<file path="config.mk">
export PLATFORM = sky130hd
export DESIGN_NAME = ram_block_mover
export DESIGN_NICKNAME = d
export VERILOG_FILES = /design/src/rtl/ram_block_mover.sv
export SDC_FILE = /design/constraint.sdc
export NUM_CORES = 1
export LEC_CHECK = 0
export ABC_AREA = 1
export BUFFER_PORTS_ARGS = -buffer_cell sky130_fd_sc_hd__buf_2
export CORE_MARGIN = 2
export CORE_UTILIZATION = 55
export CTS_BUF_LIST = sky130_fd_sc_hd__clkbuf_16
export DETAILED_ROUTE_END_ITERATION = 8
export PLACE_DENSITY = 0.76
export SLEW_MARGIN = 30
export SYNTH_ARGS = -nofsm -noshare
export SYNTH_HDL_FRONTEND = slang
export SYNTH_SLANG_ARGS = --single-unit
</file>
<file path="constraint.sdc">
create_clock -name clk -period 4.3 [get_ports clk]
set_input_delay 0.86 -clock clk [delete_from_list [all_inputs] [get_ports clk]]
set_output_delay 0.86 -clock clk [all_outputs]
set_load 0.05 [all_outputs]
</file>
<file path="src/rtl/ram_block_mover.sv">
// ====================================================================
// ram_block_mover : FILL / COPY / CHECKSUM bus master for the data RAM
// Rev 1.0
// ====================================================================
`default_nettype none

module ram_block_mover #(
  parameter int ADDR_W    = 8,
  parameter int DATA_W    = 8,
  parameter int MEM_DEPTH = 64
) (
  input  logic              clk,
  input  logic              reset,
  input  logic              cmd_valid,
  output logic              cmd_ready,
  input  logic [1:0]        cmd_op,
  input  logic [ADDR_W-1:0] cmd_src,
  input  logic [ADDR_W-1:0] cmd_dst,
  input  logic [6:0]        cmd_len,
  input  logic [DATA_W-1:0] cmd_data,
  output logic              busy,
  output logic              done,
  output logic              err,
  output logic [DATA_W-1:0] result,
  output logic              MemRead,
  output logic              MemWrite,
  output logic [ADDR_W-1:0] Address,
  output logic [DATA_W-1:0] WriteData,
  input  logic [DATA_W-1:0] mem_rdata
);

  typedef enum logic [1:0] {
    IDLE = 2'd0,
    RD   = 2'd1,
    WR   = 2'd2,
    FIN  = 2'd3
  } state_t;

  localparam logic [1:0] OP_FILL = 2'd0;
  localparam logic [1:0] OP_COPY = 2'd1;
  localparam logic [1:0] OP_CSUM = 2'd2;
  localparam logic [1:0] OP_RSVD = 2'd3;
  localparam logic [ADDR_W:0] DEPTH_LIM = (ADDR_W+1)'(MEM_DEPTH);

  state_t              state_q, state_d;
  logic [1:0]          op_q, op_d;
  logic [ADDR_W-1:0]   src_q, src_d;
  logic [ADDR_W-1:0]   dst_q, dst_d;
  logic [6:0]          len_q, len_d;
  logic [DATA_W-1:0]   fill_q, fill_d;
  logic [6:0]          idx_q, idx_d;
  logic [DATA_W-1:0]   hold_q, hold_d;
  logic [DATA_W-1:0]   acc_q, acc_d;
  logic                cmd_ready_q, cmd_ready_d;
  logic                busy_q, busy_d;
  logic                done_q, done_d;
  logic                err_q, err_d;
  logic [DATA_W-1:0]   result_q, result_d;
  logic                mem_read_q, mem_read_d;
  logic                mem_write_q, mem_write_d;
  logic [ADDR_W-1:0]   address_q, address_d;
  logic [DATA_W-1:0]   wdata_q, wdata_d;

  // Range checks are one bit wider than the address so src+len cannot wrap.
  logic [ADDR_W:0]     src_end;
  logic [ADDR_W:0]     dst_end;
  logic                cmd_bad;
  logic [6:0]          idx_nx;
  logic                last;

  assign src_end = {1'b0, cmd_src} + (ADDR_W+1)'(cmd_len);
  assign dst_end = {1'b0, cmd_dst} + (ADDR_W+1)'(cmd_len);
  assign cmd_bad = (cmd_op == OP_RSVD)
                || ((cmd_op != OP_FILL) && (src_end > DEPTH_LIM))
                || ((cmd_op != OP_CSUM) && (dst_end > DEPTH_LIM));
  assign idx_nx  = idx_q + 7'd1;
  assign last    = (idx_nx == len_q);

  always_comb begin
    state_d     = state_q;
    op_d        = op_q;
    src_d       = src_q;
    dst_d       = dst_q;
    len_d       = len_q;
    fill_d      = fill_q;
    idx_d       = idx_q;
    hold_d      = hold_q;
    acc_d       = acc_q;
    result_d    = result_q;
    err_d       = 1'b0;
    mem_read_d  = 1'b0;
    mem_write_d = 1'b0;
    address_d   = '0;
    wdata_d     = '0;

    // Outputs are registered, so each branch sets up the access of the next cycle.
    case (state_q)
      IDLE: begin
        if (cmd_valid && cmd_ready_q) begin
          op_d     = cmd_op;
          src_d    = cmd_src;
          dst_d    = cmd_dst;
          len_d    = cmd_len;
          fill_d   = cmd_data;
          idx_d    = '0;
          acc_d    = '0;
          result_d = '0;
          if (cmd_bad) begin
            state_d = FIN;
            err_d   = 1'b1;
          end else if (cmd_len == 7'd0) begin
            state_d = FIN;
          end else if (cmd_op == OP_FILL) begin
            state_d     = WR;
            mem_write_d = 1'b1;
            address_d   = cmd_dst;
            wdata_d     = cmd_data;
          end else begin
            state_d    = RD;
            mem_read_d = 1'b1;
            address_d  = cmd_src;
          end
        end
      end
      RD: begin
        if (op_q == OP_COPY) begin
          hold_d      = mem_rdata;
          state_d     = WR;
          mem_write_d = 1'b1;
          address_d   = dst_q + ADDR_W'(idx_q);
          wdata_d     = hold_d;
        end else begin
          acc_d = acc_q + mem_rdata;
          if (last) begin
            state_d  = FIN;
            result_d = acc_d;
          end else begin
            idx_d      = idx_nx;
            mem_read_d = 1'b1;
            address_d  = src_q + ADDR_W'(idx_nx);
          end
        end
      end
      WR: begin
        if (last) begin
          state_d = FIN;
        end else begin
          idx_d = idx_nx;
          if (op_q == OP_FILL) begin
            mem_write_d = 1'b1;
            address_d   = dst_q + ADDR_W'(idx_nx);
            wdata_d     = fill_q;
          end else begin
            state_d    = RD;
            mem_read_d = 1'b1;
            address_d  = src_q + ADDR_W'(idx_nx);
          end
        end
      end
      FIN:     state_d = IDLE;
      default: state_d = IDLE;
    endcase

    cmd_ready_d = (state_d == IDLE);
    busy_d      = (state_d != IDLE);
    done_d      = (state_d == FIN);
  end

  always_ff @(posedge clk) begin
    if (reset) begin
      state_q     <= IDLE;
      op_q        <= '0;
      src_q       <= '0;
      dst_q       <= '0;
      len_q       <= '0;
      fill_q      <= '0;
      idx_q       <= '0;
      hold_q      <= '0;
      acc_q       <= '0;
      cmd_ready_q <= 1'b1;
      busy_q      <= 1'b0;
      done_q      <= 1'b0;
      err_q       <= 1'b0;
      result_q    <= '0;
      mem_read_q  <= 1'b0;
      mem_write_q <= 1'b0;
      address_q   <= '0;
      wdata_q     <= '0;
    end else begin
      state_q     <= state_d;
      op_q        <= op_d;
      src_q       <= src_d;
      dst_q       <= dst_d;
      len_q       <= len_d;
      fill_q      <= fill_d;
      idx_q       <= idx_d;
      hold_q      <= hold_d;
      acc_q       <= acc_d;
      cmd_ready_q <= cmd_ready_d;
      busy_q      <= busy_d;
      done_q      <= done_d;
      err_q       <= err_d;
      result_q    <= result_d;
      mem_read_q  <= mem_read_d;
      mem_write_q <= mem_write_d;
      address_q   <= address_d;
      wdata_q     <= wdata_d;
    end
  end

  assign cmd_ready = cmd_ready_q;
  assign busy      = busy_q;
  assign done      = done_q;
  assign err       = err_q;
  assign result    = result_q;
  assign MemRead   = mem_read_q;
  assign MemWrite  = mem_write_q;
  assign Address   = address_q;
  assign WriteData = wdata_q;

endmodule

`default_nettype wire

</file>
; Word level (Yosys, flattened, before mapping)
; Cells that the tools add are included.
[classes]
n_mux = 54
magnitude_cmp = 2
eq_ne = 11
addsub = 7
bitwise_logic = 2
reduce_logical = 19
[ops]
columns = operator, n
row1 = $mux 8, 19
row2 = $pmux 8 s3, 2
row3 = $pmux 8 s2, 2
row4 = $add 8x7->8, 3
row5 = $mux 7, 3
row6 = $pmux 7 s3, 1
row7 = $add 8x7->9, 2
row8 = $gt 9x7->1 const B, 2
row9 = $mux 1, 16
row10 = $mux 2, 8
row11 = $add 8x8->8, 1
row12 = $eq 2x2->1 const B, 4
row13 = $logic_not 2->1, 4
row14 = $ne 2x2->1 const B, 4
row15 = $pmux 2 s4, 1
row16 = $add 7x1->7 const B, 1
row17 = $eq 7x7->1, 1
row18 = $logic_not 7->1, 1
row19 = $pmux 1 s3, 2
row20 = $reduce_and 3->1, 2
row21 = $reduce_bool 2->1, 3
row22 = $eq 2x1->1 const B, 2
row23 = $reduce_and 4->1, 1
row24 = $logic_and 1x1->1, 3
row25 = 5 further kinds, 7
[word_totals]
reg_bits = 80
elab_cells = 112
output_inout_bits = 30

; Depth between registers and ports, before layout
; Gate-level depths: netlist (run 1).
[depth]
ltp_word = 9
depth_mapped = 17
mapped_depth_nobuf = 17

; Least setup slack after synthesis (run 1)
; No wires, ideal clock.
[synth_timing]
kind = in2reg
startpoint = input port cmd_src[0]
endpoint = register busy_q (netlist: busy)
t_required_ns = 4.186
slack_ns = 1.510
t_arrival_ns = 2.676
cell_stages = 15
setup_time_ns = 0.114
path_cell_list = ha_1 fa_1 or2_2 nor2_1 nand3_1 nor2_1 nand2_1 nand2_1 nand2_1 nand2_1 nand3_1 nand2_1 nand2_1 nand2_1 nand2_1
[synth_between]
elab_chain_cells = 9
[synth_lines]
columns = item, line_no
row1 = start: declaration, 17  ; input logic [ADDR_W-1:0] cmd_src,
row2 = $add 8x7->9, 71  ; assign src_end = {1'b0, cmd_src} + (ADDR_W+1)'(cmd_len);
row3 = $gt 9x7->1, 74  ; || ((cmd_op != OP_FILL) && (src_end > DEPTH_LIM))
row4 = $logic_and 1x1->1, 74
row5 = $logic_or 1x1->1, 74
row6 = $logic_or 1x1->1, 75  ; || ((cmd_op != OP_CSUM) && (dst_end > DEPTH_LIM));
row7 = $mux 2, 108  ; if (cmd_bad) begin
row8 = $mux 2, 99  ; if (cmd_valid && cmd_ready_q) begin
row9 = $pmux 2 s4, 97  ; case (state_q)
row10 = $reduce_bool 2->1, 165  ; busy_d = (state_d != IDLE);
row11 = end signal: assignment, 200  ; busy_q <= busy_d;
row12 = end: declaration, 55  ; logic busy_q, busy_d;
; Every way passes these cells.
; A chain may end at the register's enable or synchronous reset.

; Worst setup path in the final report (run 1)
[layout_timing]
startpoint = register state_q[1]
endpoint = register result_q[1] (netlist: result[1])
[layout_between]
elab_chain_cells = 3
elab_cells_between_ends = 8
classes_between = eq/ne (4) / mux (1) / reduce/logical (3)
[layout_lines]
columns = item, line_no
row1 = start: declaration, 45  ; state_t state_q, state_d;
row2 = start signal: assignment, 190  ; state_q <= state_d;
row3 = $eq 2x1->1 / $logic_not 2->1 (equally long branches), 97
row4 = $ne 2x2->1 (no line) / $reduce_bool 2->1 (equally long branches), n/a
row5 = $reduce_and 4->1 (no line), n/a
row6 = end signal: assignment, 203  ; result_q <= result_d;
row7 = end: declaration, 58  ; logic [DATA_W-1:0] result_q, result_d;
; Parallel ways exist; a longest one is shown, timed or not.

==> results by group, run 1 <==
Clock tree
  • CTS clk-pin slew, worst paths: 0.07 ns
  • Post-CTS sizing: 0
  • TritonCTS clock tree: built
  • Worst skew pair latency: 0.35 ns
  • CTS Sinks: 80
  • Clock buffer count from CTS: 9
  • Max H-tree Level: 3
  • CTS root buf: clkbuf_16
  • Postcts setup bufs: 0
  • Clock Path Buffers: 2
  • Post-CTS Hold Fix Bufs: 0

Timing
  • Total Neg Setup Slack: 0 ns
  • RSZ-0062 raised after global routing: false
  • Hold_ws: 0.461 ns
  • Post-layout min period: approximately 3.2 ns
  • Finish-stage setup viols: 0
  • Slew HR: 0.361
  • Worst-Margin Slew: 0.958 ns
  • Worst Skew: 0.0109 ns
  • Fin worst setup slack: 1.05 ns
  • Peak Freq: 308 MHz
  • Fin crit share: 0.756
  • Max Slew Vio Count: 0
  • Final hold violation count: 0

Pwr
  • PD cells: 616 mW/mm^2
  • Comb pwr share: 0.521
  • Clock share of power: 0.203
  • Switching power total: 1.95 mW
  • Reg power frac: 0.276
  • Static Leakage: 3.34 nW
  • VDD IR max: 0.282 mV
  • Pint: 2.02 mW
  • Switching portion of total power: 0.490

Global routing
  • Remaining Overflow, GRT: 0
  • Vias in the first global route: between 5000 and 6000
  • Initial antenna violation count: 0
  • First-pass GRT wire length: 25700 um
  • Gr usage total: 0.286
  • Largest net degree at the start of global routing: 47

Placement
  • Placement Cell Area: 0.00613 mm^2
  • RD Place Congestion: 0.925
  • Port bufs: 73
  • Pre-CTS setup slack: 1.12 ns
  • Placed cells: 1067
  • Dpl hpwl: 11800 um

Yosys
  • Dominant cells by area after synthesis: dfxtp_1, nand2_1, ha_1
  • Mapped Cells: 879
  • Primary FF master, synth: dfxtp_1
  • Post-synth EDFFs: 0
  • Share of the synthesized area in the top cell type: 0.281
  • Asr flop ratio synth: 0
  • Sequential area share after synthesis: 0.281
  • Register bit total from synthesis: 80
  • Area leader, netlist: dfxtp_1
  • Post-synth net total: 977
  • Yosys warnings: 0
  • Synthesized area: 0.00569 mm^2
  • Post-synthesis cell type count: 39
  • Avg Synthesized Cell Area: roughly 6.5 um^2

Layout
  • Layout area overhead: 13.2%
  • Finished Cell Area: 0.00644 mm^2
  • Layout cells sized above 1: 0.122
  • Fin cells: 1083
  • Diodes inserted: 0
  • Final net count: 1040

Floorplanning
  • Top Ports: 74
  • Initial core utilization: 0.559
  • Core Region: 0.0102 mm^2
  • Chip height: 106 um
  • Core Rows: 37
  • Die area: ~0.011 mm^2
  • Die X: between 100 and 150 um

Critical path
  • Worst setup EP type: flip-flop
  • CP max FO: 15
  • Startpoint Class: flip-flop
  • CP startpoint: state_q[1]
  • Critical Path RT: 4.54 ns
  • Worst setup path class: reg2reg
  • Worst endpoint data arrival time: 3.49 ns
  • Setup slack, reg-to-reg: 1.05 ns
  • R2r startpoint: state_q[1]

Routing
  • Starting DRT DRC Count: between 500 and 600
  • Router iterations before antenna repair: 6
  • Residual DRC count: 0
  • Vias: 5944
  • Routed Antenna Nets: 0
  • Wirelength per Cell: roughly 14 um
  • Post-Route WL: 15500 um
  • Vias per cell: about 5.5

Outcome
  • Outcome: finished, final reports clean

Min path
  • Hold path startpoint: fill_q[3]
  • Min-Delay Path Class: reg2reg

Run
  • Max-Cap Viols: 0
final cells by class:
type                            count  area [um^2]
Timing Repair Buffer               75          380
Tap cell                          136          170
Fill cell                         976         3740
Inverter                          105          394
Clock inverter                      7         83.8
Clock buffer                        9          225
Multi-Input combinational cell    671         3590
Sequential cell                    80         1600
power by group through the flow:
stage / sequential (mW) / combinational (mW) / clock (mW)
floorplan: 1.29 / 1.39 / 0
global placement: 1.10 / 2.00 / 0
detailed placement: 1.11 / 2.02 / 0
CTS: 1.09 / 2.03 / 0.813
global route: 1.12 / 2.30 / 0.849
finish: 1.10 / 2.07 / 0.806
critical path, stage by stage (launching register included):
cell     delay [ns]
dfxtp_1        0.38
inv_1          0.12
ha_1           0.40
inv_1          0.19
nor2_1         0.20
inv_2          0.20
nand2_1        0.09
a21oi_1        0.74
inv_2          0.24
nor2_8         0.29
inv_2          0.09
a21oi_1        0.13
nor2_1         0.06
cell families after synthesis:
| logic type | after synthesis | share of synthesized area |
|---|---|---|
| fa+ha+maj | 54 | 0.127 |
| xor+xnor | 14 | 0.0215 |
| buf+inv | 128 | 0.0886 |
| compound gates | 159 | 0.149 |
| simple gates | 444 | 0.332 |
| flops | 80 | 0.281 |
routing by layer:
layer | routed length [um] | vias up | GRT usage
met3 | 1250 | 44 | 0.0501
met1 | 7310 | 2644 | 0.415
li1 | - | 3007 | -
met2 | 6600 | 249 | 0.428
met4 | 377 | 0 | 0.0959
met5 | 0 | - | 0
worst paths after layout:
| kind | to | depth (start not counted) |
|---|---|---|
| max reg2reg | result[1] | 12 |
| min reg2reg | fill_q[3] | 2 |
| max | result[1] | 12 |
| min | fill_q[3] | 2 |
Yosys cell counts (all sizes together), types with 2 or more instances:
cell type / instances
a21oi: 87
fa: 6
a211oi: 4
inv: 104
o211ai: 4
ha: 48
clkbuf: 19
nand3: 77
nand2: 229
xor2: 6
o21ai: 58
xnor2: 8
or2: 4
nand4: 22
nor3: 4
buf: 4
nand3b: 2
nor2: 105
dfxtp: 80
registers in the layout, summed over array words and instances, names as in the netlist:
register and flops:
Address 8, MemRead 1, MemWrite 1, WriteData 8, acc_q 8, busy 1
cmd_ready 1, done 1, dst_q 8, err 1, fill_q 8, idx_q 7
len_q 7, op_q 2, result 8, src_q 8, state_q 2
cell usage in the layout (no fill, tap or decap), types with 2 or more instances in the layout:
cell type  netlist  layout
a211oi_1         4       4
a21oi_1         85      85
a21oi_2          2       2
buf_2            1      73
buf_4            1       2
clkbuf_16        0       9
dfxtp_1         80      80
fa_1             6       6
ha_1            48      48
inv_1           97      97
inv_2            7       7
inv_6            0       3
nand2_1        227     227
nand2_2          2       2
nand3_1         76      76
nand3b_1         2       2
nand4_1         22      22
nor2_1         100      99
nor2_2           3       4
nor3_1           4       4
o211ai_1         4       4
o21ai_0         46      46
o21ai_1          9       9
o21ai_2          3       3
or2_2            4       4
xnor2_1          8       8
xor2_1           6       6
through the flow:
step	power, mW	util
after floorplan	2.68	-
after global placement	3.11	0.602
after detailed placement	3.12	0.602
final	3.97	0.633
after global routing	4.27	0.633
after CTS	3.93	0.633
(Power assumes the default switching activity.)
==> inputs of run 2 (changes only) <==
==> constraint.sdc (replaced) <==
create_clock -name clk -period 3.4 [get_ports clk]
set_input_delay 0.68 -clock clk [delete_from_list [all_inputs] [get_ports clk]]
set_output_delay 0.68 -clock clk [all_outputs]
set_load 0.05 [all_outputs]
==> run 2 against run 1 <==
Total power rose by 29%. Global-route usage shrank 0.50 points. Clock power rose by 35%. Critical path depth increased by 5. Combinational power is 28% higher. Largest cell class unchanged. Sequential power is 25% higher. Critical endpoint is now Address[7]. Final cell count increased by 0.65%. Non-clock buffer count grew 7.
==> results by group, run 2 (synthesis gave the netlist of run 1 again) <==
Outcome
  • Outcome: finished, final reports clean

Layout
  • Footprint of the multi-input gates: 0.00359 mm^2
  • Diodes inserted: 0
  • Finished Cell Area: 0.00652 mm^2
  • Commonest non-fill, non-tap cell in the layout: nand2_1
  • Fin cells: 1090
  • Reg area: approximately 0.0016 mm^2
  • Layout area overhead: 14.6%
  • Layout cells sized above 1: 0.129
  • Fillers: 980
  • Most frequent cells in the layout: nand2_1, nor2_1, inv_1
  • Final net count: 1047

Critical path
  • Slowest Stage Delay on Critical Path: 0.49 ns
  • Worst endpoint data arrival time: 3.00 ns
  • Worst setup EP type: flip-flop
  • Startpoint Class: flip-flop
  • WP buf/inv: 2
  • CP max FO: 6
  • CP dominant cell by count: nand2_1
  • CP max-delay cell: dfxtp_1
  • Worst setup path class: reg2reg
  • Crit-path cells: ha_1, nand3_1, nor2_2, nand2_1, nand2_1, nand2_1, ha_1, inv_1, nor3_1, a211oi_1, nand2_1, nand2_1, nand3_1, nand3_1, nand3_1, nand2_1, inv_1
  • Crit-path leading delay family: simple AND/OR/NAND/NOR gates
  • Critical Path RT: approximately 3.6 ns

Clock tree
  • Worst skew pair latency: 0.34 ns
  • Clock Path Buffers: 2
  • Post-CTS Hold Fix Bufs: 0
  • TritonCTS clock tree: built
  • Postcts setup bufs: 0
  • CTS root buf: clkbuf_16
  • Post-CTS sizing: 0
  • CTS clk-pin slew, worst paths: roughly 0.070 ns
  • CTS Sinks: 80
  • Max H-tree Level: 3
  • Clock buffer count from CTS: 9

Placement
  • Port bufs: 73
  • Placed cells: 1074
  • Dpl hpwl: 11900 um
  • Pre-CTS setup slack: 0.464 ns
  • RD Place Congestion: between 0.9 and 1
  • Placement Cell Area: just over 0.006 mm^2

Pwr
  • Clock share of power: 0.213
  • VDD IR max: ~0.34 mV
  • Switching portion of total power: 0.479
  • Switching power total: roughly 2.4 mW
  • Comb pwr share: 0.517
  • Total power: 5.12 mW
  • PD cells: 784 mW/mm^2
  • Pint: roughly 2.7 mW
  • Reg power frac: 0.270
  • Static Leakage: 3.38 nW

Floorplanning
  • Die X: 106 um
  • Top Ports: 74
  • Die area: 0.0112 mm^2
  • Initial core utilization: 0.559
  • Core Rows: 37
  • Core Region: 0.0102 mm^2
  • Chip height: 106 um

Routing
  • Router iterations before antenna repair: 6
  • Vias: 5942
  • Residual DRC count: 0
  • Routed Antenna Nets: 0
  • Starting DRT DRC Count: ~500
  • Post-Route WL: roughly 16000 um
  • Wirelength per Cell: around 14 um
  • Vias per cell: 5.45

Timing
  • Worst Skew: 0.00772 ns
  • Fin worst setup slack: between 0.6 and 0.7 ns
  • Peak Freq: ~360 MHz
  • Post-layout min period: 2.76 ns
  • Worst-Margin Slew: 0.662 ns
  • Max Slew Vio Count: 0
  • RSZ-0062 raised after global routing: false
  • Fin crit share: 0.812
  • Slew HR: 0.557
  • Total Neg Setup Slack: 0 ns
  • Final hold violation count: 0
  • Finish-stage setup viols: 0

Global routing
  • Largest net degree at the start of global routing: 34
  • Remaining Overflow, GRT: 0
  • Initial antenna violation count: 0
  • First-pass GRT wire length: between 20000 and 30000 um
  • Gr usage total: 0.281
  • Vias in the first global route: 5128

Min path
  • Min-Delay Path Class: reg2reg

Run
  • Max-Cap Viols: 0
==> run 2: cell count changes in the layout (fill, tap and decap cells not counted), sizes merged <==
cell    previous run  this run
bufinv             1         2
inv              108       107
buf               75        82
==> run 2: through the flow <==
step	utilization	hold WS, ns
after floorplan	-	0.437
after global placement	0.607	0.448
after detailed placement	0.607	0.449
after CTS	0.640	0.459
after global routing	0.640	0.470
final	0.640	0.460
==> run 2: cell type report <==
| type | count | area share |
|---|---|---|
| Timing Repair Buffer | 82 | 0.0664 |
| Inverter | 105 | 0.0604 |
| Clock buffer | 9 | 0.0345 |
| Tap cell | 136 | 0.0261 |
| Clock inverter | 7 | 0.0169 |
| Sequential cell | 80 | 0.246 |
| Multi-Input combinational cell | 671 | 0.550 |
==> run 2: layer usage <==
metal	track usage	part of all wire	up-vias
li1	-	-	3032
met1	0.406	0.47	2652
met2	0.428	0.43	237
met3	0.0482	0.084	21
met4	0.0846	0.017	0
met5	0	0	-
==> run 2: power by group through the flow <==
stage	Clock (mW)	Combinational, mW	Sequential, mW
2_1_floorplan	0	1.76	1.63
3_3_place_gp	0	2.56	1.40
3_5_place_dp	0	2.58	1.40
4_1_cts	1.10	2.60	1.38
5_1_grt	1.14	2.93	1.41
6_report	1.09	2.64	1.38
==> run 2: worst paths after layout <==
check            from          to  slack (ns)  cells after the start
min           op_q[0]     op_q[0]        0.46                      2
max          idx_q[1]  Address[7]        0.64                     17
min reg2reg   op_q[0]     op_q[0]        0.46                      2
max reg2reg  idx_q[1]  Address[7]        0.64                     17
==> run 2: tightest hold or removal path: stages (launching register included) <==
cell and delay [ns]:
dfxtp_1 0.32, inv_2 0.05, a21oi_1 0.05
